`src/rtl/ram_arbiter_2m.sv`:
```
// rtl/ram_arbiter_2m.sv - two-master (fetch/data) arbiter for a single-port 32-bit RAM
// Optional round-robin arbitration is enabled by defining RAM_ARB_RR_EN (default: fixed data-over-fetch priority).
module ram_arbiter_2m #(
  parameter logic [31:0] BaseAddr = 32'h0000_0000,
  parameter int unsigned Depth    = 128
) (
  input  logic        clk,
  input  logic        rst_n,
  input  logic        instr_req_i,
  input  logic [31:0] instr_addr_i,
  output logic        instr_gnt_o,
  output logic        instr_rvalid_o,
  output logic [31:0] instr_rdata_o,
  output logic        instr_err_o,
  input  logic        data_req_i,
  input  logic        data_we_i,
  input  logic [3:0]  data_be_i,
  input  logic [31:0] data_addr_i,
  input  logic [31:0] data_wdata_i,
  output logic        data_gnt_o,
  output logic        data_rvalid_o,
  output logic [31:0] data_rdata_o,
  output logic        data_err_o,
  output logic        ram_req_o,
  output logic        ram_we_o,
  output logic [3:0]  ram_be_o,
  output logic [31:0] ram_addr_o,
  output logic [31:0] ram_wdata_o,
  input  logic [31:0] ram_rdata_i
);

  localparam logic [31:0] WinBytes = 32'(4 * Depth);

  logic gnt_instr, gnt_data, gnt_any;
  logic instr_hit, data_hit, win_hit;
  logic owner_q, pend_q, miss_q;
  logic resp_ok;

  // Unsigned wrap makes addresses below BaseAddr miss as well.
  assign instr_hit = (instr_addr_i - BaseAddr) < WinBytes;
  assign data_hit  = (data_addr_i - BaseAddr) < WinBytes;

`ifdef RAM_ARB_RR_EN
  logic last_q;

  always_comb begin
    gnt_instr = 1'b0;
    gnt_data  = 1'b0;
    if (rst_n) begin
      if (instr_req_i && data_req_i) begin
        gnt_data  = ~last_q;
        gnt_instr = last_q;
      end else begin
        gnt_data  = data_req_i;
        gnt_instr = instr_req_i;
      end
    end
  end
`else
  always_comb begin
    gnt_instr = 1'b0;
    gnt_data  = 1'b0;
    if (rst_n) begin
      gnt_data  = data_req_i;
      gnt_instr = instr_req_i & ~data_req_i;
    end
  end
`endif

  assign gnt_any     = gnt_instr | gnt_data;
  assign win_hit     = gnt_data ? data_hit : instr_hit;
  assign instr_gnt_o = gnt_instr;
  assign data_gnt_o  = gnt_data;

  always_comb begin
    ram_req_o   = 1'b0;
    ram_we_o    = 1'b0;
    ram_be_o    = 4'h0;
    ram_addr_o  = 32'h0;
    ram_wdata_o = 32'h0;
    if (gnt_data) begin
      ram_req_o   = data_hit;
      ram_we_o    = data_we_i;
      ram_be_o    = data_be_i;
      ram_addr_o  = data_addr_i;
      ram_wdata_o = data_wdata_i;
    end else if (gnt_instr) begin
      ram_req_o   = instr_hit;
      ram_be_o    = 4'hF;
      ram_addr_o  = instr_addr_i;
    end
  end

  always_ff @(posedge clk) begin
    if (!rst_n) begin
      owner_q <= 1'b0;
      pend_q  <= 1'b0;
      miss_q  <= 1'b0;
`ifdef RAM_ARB_RR_EN
      last_q  <= 1'b0;
`endif
    end else begin
      owner_q <= gnt_data;
      pend_q  <= gnt_any;
      miss_q  <= gnt_any & ~win_hit;
`ifdef RAM_ARB_RR_EN
      if (gnt_any) last_q <= gnt_data;
`endif
    end
  end

  // A response falling due while reset is asserted is dropped.
  assign resp_ok        = rst_n & pend_q;
  assign instr_rvalid_o = resp_ok & ~owner_q;
  assign data_rvalid_o  = resp_ok & owner_q;
  assign instr_err_o    = instr_rvalid_o & miss_q;
  assign data_err_o     = data_rvalid_o & miss_q;
  assign instr_rdata_o  = (instr_rvalid_o && !miss_q) ? ram_rdata_i : 32'h0;
  assign data_rdata_o   = (data_rvalid_o && !miss_q) ? ram_rdata_i : 32'h0;

endmodule

```
`config.mk`:
```
export PLATFORM = sky130hd
export DESIGN_NAME = ram_arbiter_2m
export DESIGN_NICKNAME = d
export VERILOG_FILES = /design/src/rtl/ram_arbiter_2m.sv
export SDC_FILE = /design/constraint.sdc
export NUM_CORES = 1
export LEC_CHECK = 0
export CAP_MARGIN = 10
export CORE_AREA = 5 5 104 106
export DETAILED_ROUTE_END_ITERATION = 8
export DIE_AREA = 0 0 109 111
export PLACE_DENSITY_LB_ADDON = 0.12
export REMOVE_ABC_BUFFERS = 1
export SLEW_MARGIN = 20
export SYNTH_ARGS = -nofsm -noshare
export SYNTH_HDL_FRONTEND = slang
export SYNTH_SLANG_ARGS = --single-unit
```
`constraint.sdc`:
```
create_clock -name clk -period 4.1 [get_ports clk]
set_clock_uncertainty 0.05 [all_clocks]
set_input_delay 1.23 -clock clk [delete_from_list [all_inputs] [get_ports clk]]
set_output_delay 1.23 -clock clk [all_outputs]
set_load 0.01 [all_outputs]
```
==> impl_metrics.json, run 1 <==
{
  "run_status": "completed",
  "crit_required_ns": 2.82,
  "die_h_um": 111,
  "cts_root_buf": "clkbuf_8",
  "startpoint_type": "input pin",
  "crit_chain": "dlygate4sd2_1 -> and3_4 -> and2b_2 -> and2_1 -> clkdlybuf4s50_1",
  "cts_buffer_depth": 2,
  "synth_ff_type": "dfxtp_1",
  "synth_top_area_share_pct": 30.4,
  "synth-async-reset-ratio_pct": 0,
  "netlist_top_cells_area": "and2_1 30%, a22o_1 20%, and3_1 15%",
  "grt_overflow": 0,
  "grt_first_pass_wirelength_um": 15000,
  "max_freq_ghz": 0.249,
  "period_minus_slack_ns": 4.01,
  "grt_max_degree": 33,
  "first_global_vias": 2808,
  "crit_family": "buffers and inverters",
  "critical_path_class": "input pin to output port",
  "wl_um": 10200,
  "netlist_area_sq_um": 1400,
  "hold_violations": 0,
  "vias": 2661,
  "drt_pass1_iterations": 4,
  "period_share_pct": 97.8,
  "drt-initial-drc-count": 46,
  "ys_types": 25,
  "start_util_pct": 14.5,
  "timing.hold.ws_ns": 1.52,
  "routabilityCongestion": 0.838,
  "synth_warnings": 0,
  "syn_inst": 195,
  "nets": 635,
  "rows": 36,
  "worst_slack_ns": 0.0918,
  "cp_num_buf_inv": 2,
  "cp_slowest_cell": "clkdlybuf4s50_1",
  "io_buffers": 276,
  "relSlewSlack_pct": 79.3,
  "dpl_worst_slack_ns": -0.268,
  "cp-end-kind": "output port",
  "viasPerCell": 4.22,
  "ys_ff_latch": 3,
  "rsz0062_at_grt": "false",
  "synth-edff-count": 0,
  "ant_nets": 0,
  "htreeDepth": 1,
  "finalSetupViolations": 0,
  "wl_per_cell_um": 16.1,
  "finalMaxSlewViolations": 0,
  "antenna_found_initial": 0,
  "core-area_sq_um": 9680,
  "dp_hpwl_um": 8490,
  "cap_violations": 0,
  "n_antenna_cell": 0,
  "peakVddDrop_mv": 0.0565,
  "cellLeakagePower_nw": 2.09,
  "tritoncts": "built",
  "clk_pin_slew_ns": 0.03,
  "io_pins": 277,
  "clock_sinks": 3,
  "cp.arrival_ns": 2.73,
  "post-synth-top-count-cell": "and2_1",
  "grt_usage_pct": 15.6,
  "final_core_util_pct": 47.3,
  "syn_to_final_growth_pct": 227,
  "cpPeakStageDelay_ns": 0.54,
  "p_per_area_nw_per_um2": 104,
  "drcViolationCount": 0,
  "place_area_sq_um": 4430,
  "die_area_sq_um": 12100,
  "path_max_fanout": 16,
  "min_path_type": "input pin to flip-flop",
  "ys_seq_area_share_pct": 4.29,
  "postSynthAreaPerCell_sq_um": 7.19,
  "num-fill-cells": 1008,
  "ys_top_cells_by_count": "68 x and2_1, 33 x and3_1, 32 x a22o_1",
  "fin_area_sq_um": 4580,
  "yosysTopAreaCell": "and2_1",
  "tightest_slew_ns": 0.307,
  "drive_above_1_share_pct": 11.7,
  "cts-buffers-inserted": 3,
  "die_x_um": 109
}
==> where the power goes <==
| group | total, W | switching (W) | internal [W] |
|---|---|---|---|
| Combinational | 0.000354 | 0.000118 | 0.000236 |
| Clock | 0.0000861 | 0.0000197 | 0.0000663 |
| Sequential | 0.0000338 | 0.00000249 | 0.0000313 |
| Total | 0.000474 | 0.000140 | 0.000334 |
==> registers in the layout, indices dropped and copies added (netlist names) <==
name / count
miss_q: 1
owner_q: 1
pend_q: 1
==> final timing paths <==
path              start                to  slack [ns]  depth (start not counted)
setup / recovery  rst_n  data_rdata_o[27]        0.09                          5
hold / removal    rst_n           owner_q        1.52                          3
==> what timing repair did <==
| item | 4_1_cts | 5_1_grt |
|---|---|---|
| gates cloned | 3 | 0 |
| hold buffers | 0 | 0 |
| setup endpoints to repair | 103 | 7 |
| pin swaps | 0 | 2 |
| endpoints found under the hold margin | 0 | 0 |
| buffers inserted | 1 | 4 |
| resized for setup | 38 | 10 |
==> area by class of cell <==
cell class | instances | area, sq um | area share (%)
multi-input cells | 167 | 1160 | 25.3
clock buffers | 4 | 45.0 | 0.984
well taps | 133 | 166 | 3.63
inverters | 5 | 18.8 | 0.410
repair buffers | 318 | 3130 | 68.4
flip-flops and latches | 3 | 60.1 | 1.31
==> layer usage <==
layer	vias up	global-route usage (%)	part of all wire (%)
met5	-	0	0
met4	0	4.71	2.3
met3	18	4.95	11
met2	165	29.7	52
met1	1170	15.6	35
li1	1308	-	-
==> cell families (layout without fill, tap and decap cells) <==
kind of cell	Yosys count	in the layout	share of synthesized area, %
buffers and inverters	26	327	14.7
flip-flops	3	3	4.29
AND/OR/NAND/NOR	128	129	58.7
AO/OA/AOI/OAI	38	38	22.3
==> stage by stage <==
step	instances	power, W	setup TNS (ns)
floorplan	174	0.000114	0
global placement	618	0.000390	-19.15
detailed placement	618	0.000392	-20.16
CTS	626	0.000481	-0.335
global route	630	0.000506	0
finish	630	0.000474	0
==> layout by cell type, fill, tap and decap left out, types with 2 or more instances in the layout <==
master,n
and3_1,33
clkbuf_8,3
dlymetal6s2s_1,6
buf_12,2
nor4_1,8
and2_1,67
dlygate4sd2_1,29
buf_6,3
dfxtp_1,3
nor3_1,4
buf_4,35
a22o_1,32
clkdlybuf4s50_1,240
nor4_2,2
nor2_1,2
inv_1,5
a21oi_1,4
(Power assumes the default switching activity.)
==> run 2, diff against run 1 <==
Settings changed: CORE_AREA 5 5 104 106 to 2 2 107 109.
==> run 2 against run 1 <==
- largest power group unchanged
- clock power rose by 79%
- hold slack got worse by 0.26 ns
- highest routed layer unchanged
- sequential cell count did not move
==> impl_metrics.json, run 2 (same netlist as run 1, synthesis figures left out) <==
{
  "tritoncts": "built",
  "final_cell_mix": "237 x clkdlybuf4s50_1, 67 x and2_1, 36 x dlygate4sd2_1, 33 x and3_1, 32 x a22o_1",
  "io_pins": 277,
  "clock_sinks": 3,
  "min_path_cells": 2,
  "hold_path_end": "owner_q",
  "viasPerCell": 4.10,
  "top_regs": "miss_q x1, owner_q x1, pend_q x1",
  "drt_pass1_iterations": 4,
  "num-fill-cells": 1173,
  "die_x_um": 109,
  "routabilityCongestion": 0.782,
  "start_util_pct": 12.7,
  "worst_slack_ns": 0.0638,
  "vias": 2589,
  "cts-buffers-inserted": 3,
  "cellLeakagePower_nw": 2.02,
  "finalMaxSlewViolations": 0,
  "grt_max_degree": 35,
  "hold_violations": 0,
  "drcViolationCount": 0,
  "critical_path_class": "input pin to output port",
  "grt_usage_pct": 13.6,
  "cts_buffer_depth": 2,
  "ant_nets": 0,
  "io_buffers": 276,
  "first_global_vias": 2574,
  "wl_per_cell_um": 14.2,
  "finalSetupViolations": 0,
  "nets": 627,
  "period_share_pct": 98.4,
  "wl_um": 8940,
  "place_area_sq_um": 4490,
  "cp-end-kind": "output port",
  "dp_hpwl_um": 7730,
  "grt_overflow": 0,
  "cts_root_buf": "clkbuf_16",
  "clk_pin_slew_ns": 0.03,
  "rsz0062_at_grt": "false",
  "rows": 39,
  "multi_input_area_sq_um": 1150,
  "crit_required_ns": 2.82,
  "cap_violations": 0,
  "path_max_fanout": 8,
  "relSlewSlack_pct": 77.6,
  "max_freq_ghz": 0.248,
  "holdCritStartpoint": "rst_n",
  "drt-initial-drc-count": 72,
  "tightest_slew_ns": 0.333,
  "dpl_worst_slack_ns": -0.253,
  "min_path_type": "input pin to flip-flop",
  "fin_area_sq_um": 4540,
  "n_antenna_cell": 0,
  "startpoint_type": "input pin",
  "hold_buffers": 0,
  "htreeDepth": 1,
  "antenna_found_initial": 0,
  "cp.arrival_ns": 2.76,
  "die_area_sq_um": 12100,
  "p_per_area_nw_per_um2": 117,
  "die_h_um": 111,
  "peakVddDrop_mv": 0.0914,
  "seqCellArea_sq_um": 60.1,
  "period_minus_slack_ns": 4.04,
  "syn_to_final_growth_pct": 224,
  "grt_first_pass_wirelength_um": 13200,
  "drive_above_1_share_pct": 10.4,
  "layout_commonest_cell": "clkdlybuf4s50_1",
  "run_status": "completed",
  "final_core_util_pct": 41.0,
  "core-area_sq_um": 11100
}
-- run 2: changes by cell type in the layout (fill, tap and decap cells not counted), sizes merged --
cell | previous run | this run
dlygate4sd2 | 29 | 36
clkdlybuf4s50 | 240 | 237
dlymetal6s2s | 6 | 1
buf | 40 | 35
bufbuf | 1 | 0
and2b | 2 | 1
-- run 2: worst max path at each step --
stage	cells past startpoint	end	from
2_1_floorplan	4	ram_req_o	rst_n
5_1_grt	4	ram_wdata_o[16]	data_req_i
6_report	5	ram_wdata_o[19]	data_req_i
3_3_place_gp	7	ram_req_o	data_addr_i[24]
3_5_place_dp	7	ram_addr_o[18]	rst_n
4_1_cts	4	ram_wdata_o[16]	data_req_i
-- run 2: routing by layer --
layer  wire, um  up-vias  GRT usage (%)
met5          0        -              0
met4        195        0           3.93
met3       1050       14           3.76
met2       4630      163           26.6
met1       3060     1125           13.5
li1           -     1287              -
-- run 2: per-stage QoR --
stage	total power, W	hold slack (ns)	instances	TNS, ns
floorplan	0.000114	1.30	174	0
global placement	0.000395	1.94	628	-18.06
detailed placement	0.000396	1.95	628	-20.94
CTS	0.000539	1.46	632	0
global route	0.000564	1.28	632	0
finish	0.000532	1.26	632	0
-- run 2: what timing repair did --
action | CTS | global route
resized for setup | 40 | 7
setup buffers | 0 | 0
setup endpoints to repair | 136 | 51
cloned | 0 | 0
pin swaps | 1 | 1
-- run 2: layout make-up --
class	instances	area share, %
Multi-Input combinational cell	166	25.3
Inverter	5	0.414
Sequential cell	3	1.32
Tap cell	143	3.94
Timing Repair Buffer	311	67.2
Clock buffer	4	1.74
-- run 2: report_power, final --
part	internal [W]	leakage, nW	switching [W]	total, W
Combinational	0.000229	1.95	0.000115	0.000344
Sequential	0.0000313	0.0252	0.00000222	0.0000335
Clock	0.000128	0.0382	0.0000260	0.000154
Total	0.000389	2.02	0.000143	0.000532
-- run 2: worst max-delay path, cell delays in order --
cell and delay (ns):
clkdlybuf4s50_1 0.53, buf_4 0.15, buf_4 0.13, and3_1 0.15, clkdlybuf4s50_1 0.56
==> run 3, diff against run 2 <==
Settings changed: ABC_AREA set to 1, CORE_AREA 2 2 107 109 to 2 2 106 108, DIE_AREA 0 0 109 111 to 0 0 108 110.
==> run 3 against run 2 <==
- hold slack improved by 0.35 ns
- die area down 1.8%
- count of clock-buffer cells in the layout stayed put
- clock power fell by 45%
- worst setup slack better by 0.0087 ns
- total power shrank 11%
- synthesized area increased by 3.7%
==> impl_metrics.json, run 3 <==
{
  "run_status": "completed",
  "cpPeakStageDelay_ns": 0.49,
  "grt_overflow": 0,
  "period_minus_slack_ns": 4.03,
  "syn_inst": 327,
  "startpoint_type": "input pin",
  "ys_ff_latch": 3,
  "post-place-cells": 751,
  "layout_commonest_cell": "clkdlybuf4s50_1",
  "die_area_sq_um": 11900,
  "htreeDepth": 1,
  "ys_types": 20,
  "rows": 38,
  "crit_chain": "clkdlybuf4s50_1 -> nor2_1 -> nand2_1 -> clkinv_2 -> bufbuf_16 -> a22o_1 -> dlygate4sd2_1",
  "multi_input_area_sq_um": 948,
  "relSlewSlack_pct": 75.7,
  "cts-buffers-inserted": 3,
  "post-synth-top-count-cell": "nor2_1",
  "drive_above_1_share_pct": 6.96,
  "synth-edff-count": 0,
  "seqCellArea_sq_um": 60.1,
  "critical_path_class": "input pin to output port",
  "crit_required_ns": 2.82,
  "clock_sinks": 3,
  "clk_pin_slew_ns": 0.03,
  "hold_violations": 0,
  "ant_nets": 0,
  "grt_usage_pct": 15.0,
  "wl_um": 9820,
  "drt_pass1_iterations": 4,
  "path_max_fanout": 10,
  "top_regs": "miss_q x1, owner_q x1, pend_q x1",
  "postSynthAreaPerCell_sq_um": 4.44,
  "wl_per_cell_um": 13.0,
  "die_x_um": 108,
  "num-fill-cells": 1145,
  "p_per_area_nw_per_um2": 103,
  "final_cell_mix": "231 x clkdlybuf4s50_1, 123 x nor2_1, 91 x inv_1, 43 x nand2_1, 29 x dlygate4sd2_1",
  "netlist_top_cells_area": "nor2_1 32%, inv_1 24%, nand2_1 11%",
  "fin_cells": 758,
  "grt_first_pass_wirelength_um": 14100,
  "final_core_util_pct": 42.7,
  "synth_warnings": 0,
  "cp.arrival_ns": 2.75,
  "yosysTopAreaCell": "nor2_1",
  "holdCritStartpoint": "rst_n",
  "dp_hpwl_um": 8670,
  "core-area_sq_um": 10700,
  "synth_ff_type": "dfxtp_1",
  "min_path_cells": 4,
  "routabilityCongestion": 0.782,
  "cap_violations": 0,
  "min_path_type": "input pin to flip-flop",
  "synth_top_area_share_pct": 31.8,
  "start_util_pct": 13.6,
  "die_h_um": 110,
  "worst_slack_ns": 0.0725,
  "syn_to_final_growth_pct": 215,
  "hold_buffers": 0,
  "io_buffers": 276,
  "io_pins": 277,
  "cellLeakagePower_nw": 2.39,
  "drt-initial-drc-count": 101,
  "finalSetupViolations": 0,
  "viasPerCell": 3.92,
  "cp_slowest_cell": "clkdlybuf4s50_1",
  "nets": 756,
  "cts_buffer_depth": 2,
  "n_antenna_cell": 0,
  "tightest_slew_ns": 0.361,
  "antenna_found_initial": 0,
  "finalPower_w": 0.000473,
  "dpl_worst_slack_ns": -0.215,
  "peakVddDrop_mv": 0.0486,
  "cp-end-kind": "output port",
  "cts_root_buf": "clkbuf_8",
  "first_global_vias": 2789,
  "vias": 2974,
  "synth-async-reset-ratio_pct": 0,
  "finalMaxSlewViolations": 0,
  "max_freq_ghz": 0.248,
  "hold_path_end": "owner_q",
  "netlist_area_sq_um": 1450,
  "ys_seq_area_share_pct": 4.13,
  "grt_max_degree": 33,
  "rsz0062_at_grt": "true",
  "drcViolationCount": 0,
  "period_share_pct": 98.2,
  "ys_top_cells_by_count": "123 x nor2_1, 92 x inv_1, 44 x nand2_1",
  "tritoncts": "built"
}
==> run 3: changes by cell type in the layout (fill, tap and decap cells not counted), sizes merged, moves of 5 or more <==
cell	delta
and2	-68
nand3	+5
inv	+88
buf	-9
dlygate4sd2	-7
dlymetal6s2s	+7
o21ai	+17
and3	-34
nor4	-8
nand2	+42
clkdlybuf4s50	-6
a22o	-22
nor2	+119
==> run 3: per-stage QoR <==
stage          TNS, ns  hold WS (ns)  area, sq um
2_1_floorplan    -2.06          1.47         1360
3_5_place_dp    -15.78          2.02         4510
4_1_cts              0          1.65         4550
5_1_grt        -0.0535          1.65         4570
3_3_place_gp    -13.05          2.03         4510
6_report             0          1.61         4570
==> run 3: area by class of cell <==
| type | instances | share of cell area [%] |
|---|---|---|
| Timing Repair Buffer | 303 | 65.4 |
| Inverter | 94 | 7.74 |
| Sequential cell | 3 | 1.31 |
| Multi-Input combinational cell | 214 | 20.7 |
| Clock buffer | 4 | 0.985 |
| Tap cell | 140 | 3.83 |
==> run 3: power by group <==
part	switching, W	internal, W
clock network	0.0000191	0.0000663
logic	0.000135	0.000220
registers	0.000000957	0.0000315
==> run 3: worst max path at each step <==
stage,end,startpoint
finish,ram_addr_o[4],data_req_i
global route,ram_addr_o[4],data_req_i
CTS,ram_be_o[1],data_req_i
detailed placement,instr_err_o,rst_n
global placement,ram_addr_o[30],instr_req_i
floorplan,ram_addr_o[0],rst_n
==> run 3: worst max-delay path: cells and delay by family <==
family,cells,cell delay [ns]
buffers and inverters,4,1.17
AOI/OAI and AO/OA,1,0.17
and+or+nand+nor,2,0.16
==> run 3: layer usage <==
metal / wire length [um] / track usage (%)
met1: 3380 / 14.7
met2: 5070 / 29.7
met5: 0 / 0
met4: 68 / 2.01
met3: 1310 / 6.76
==> run 3: logic make-up after synthesis <==
family	count (synthesis)	share of synthesized area [%]
DFF	3	4.13
buffers and inverters	110	30.7
AOI/OAI and AO/OA	32	14.7
and+or+nand+nor	182	50.4
==> run 3: timing repair <==
item,in CTS,in global routing
gates resized for setup,39,30
endpoints found under the hold margin,0,0
endpoints found under the setup margin,131,55
buffers inserted,0,2
cloned,1,0
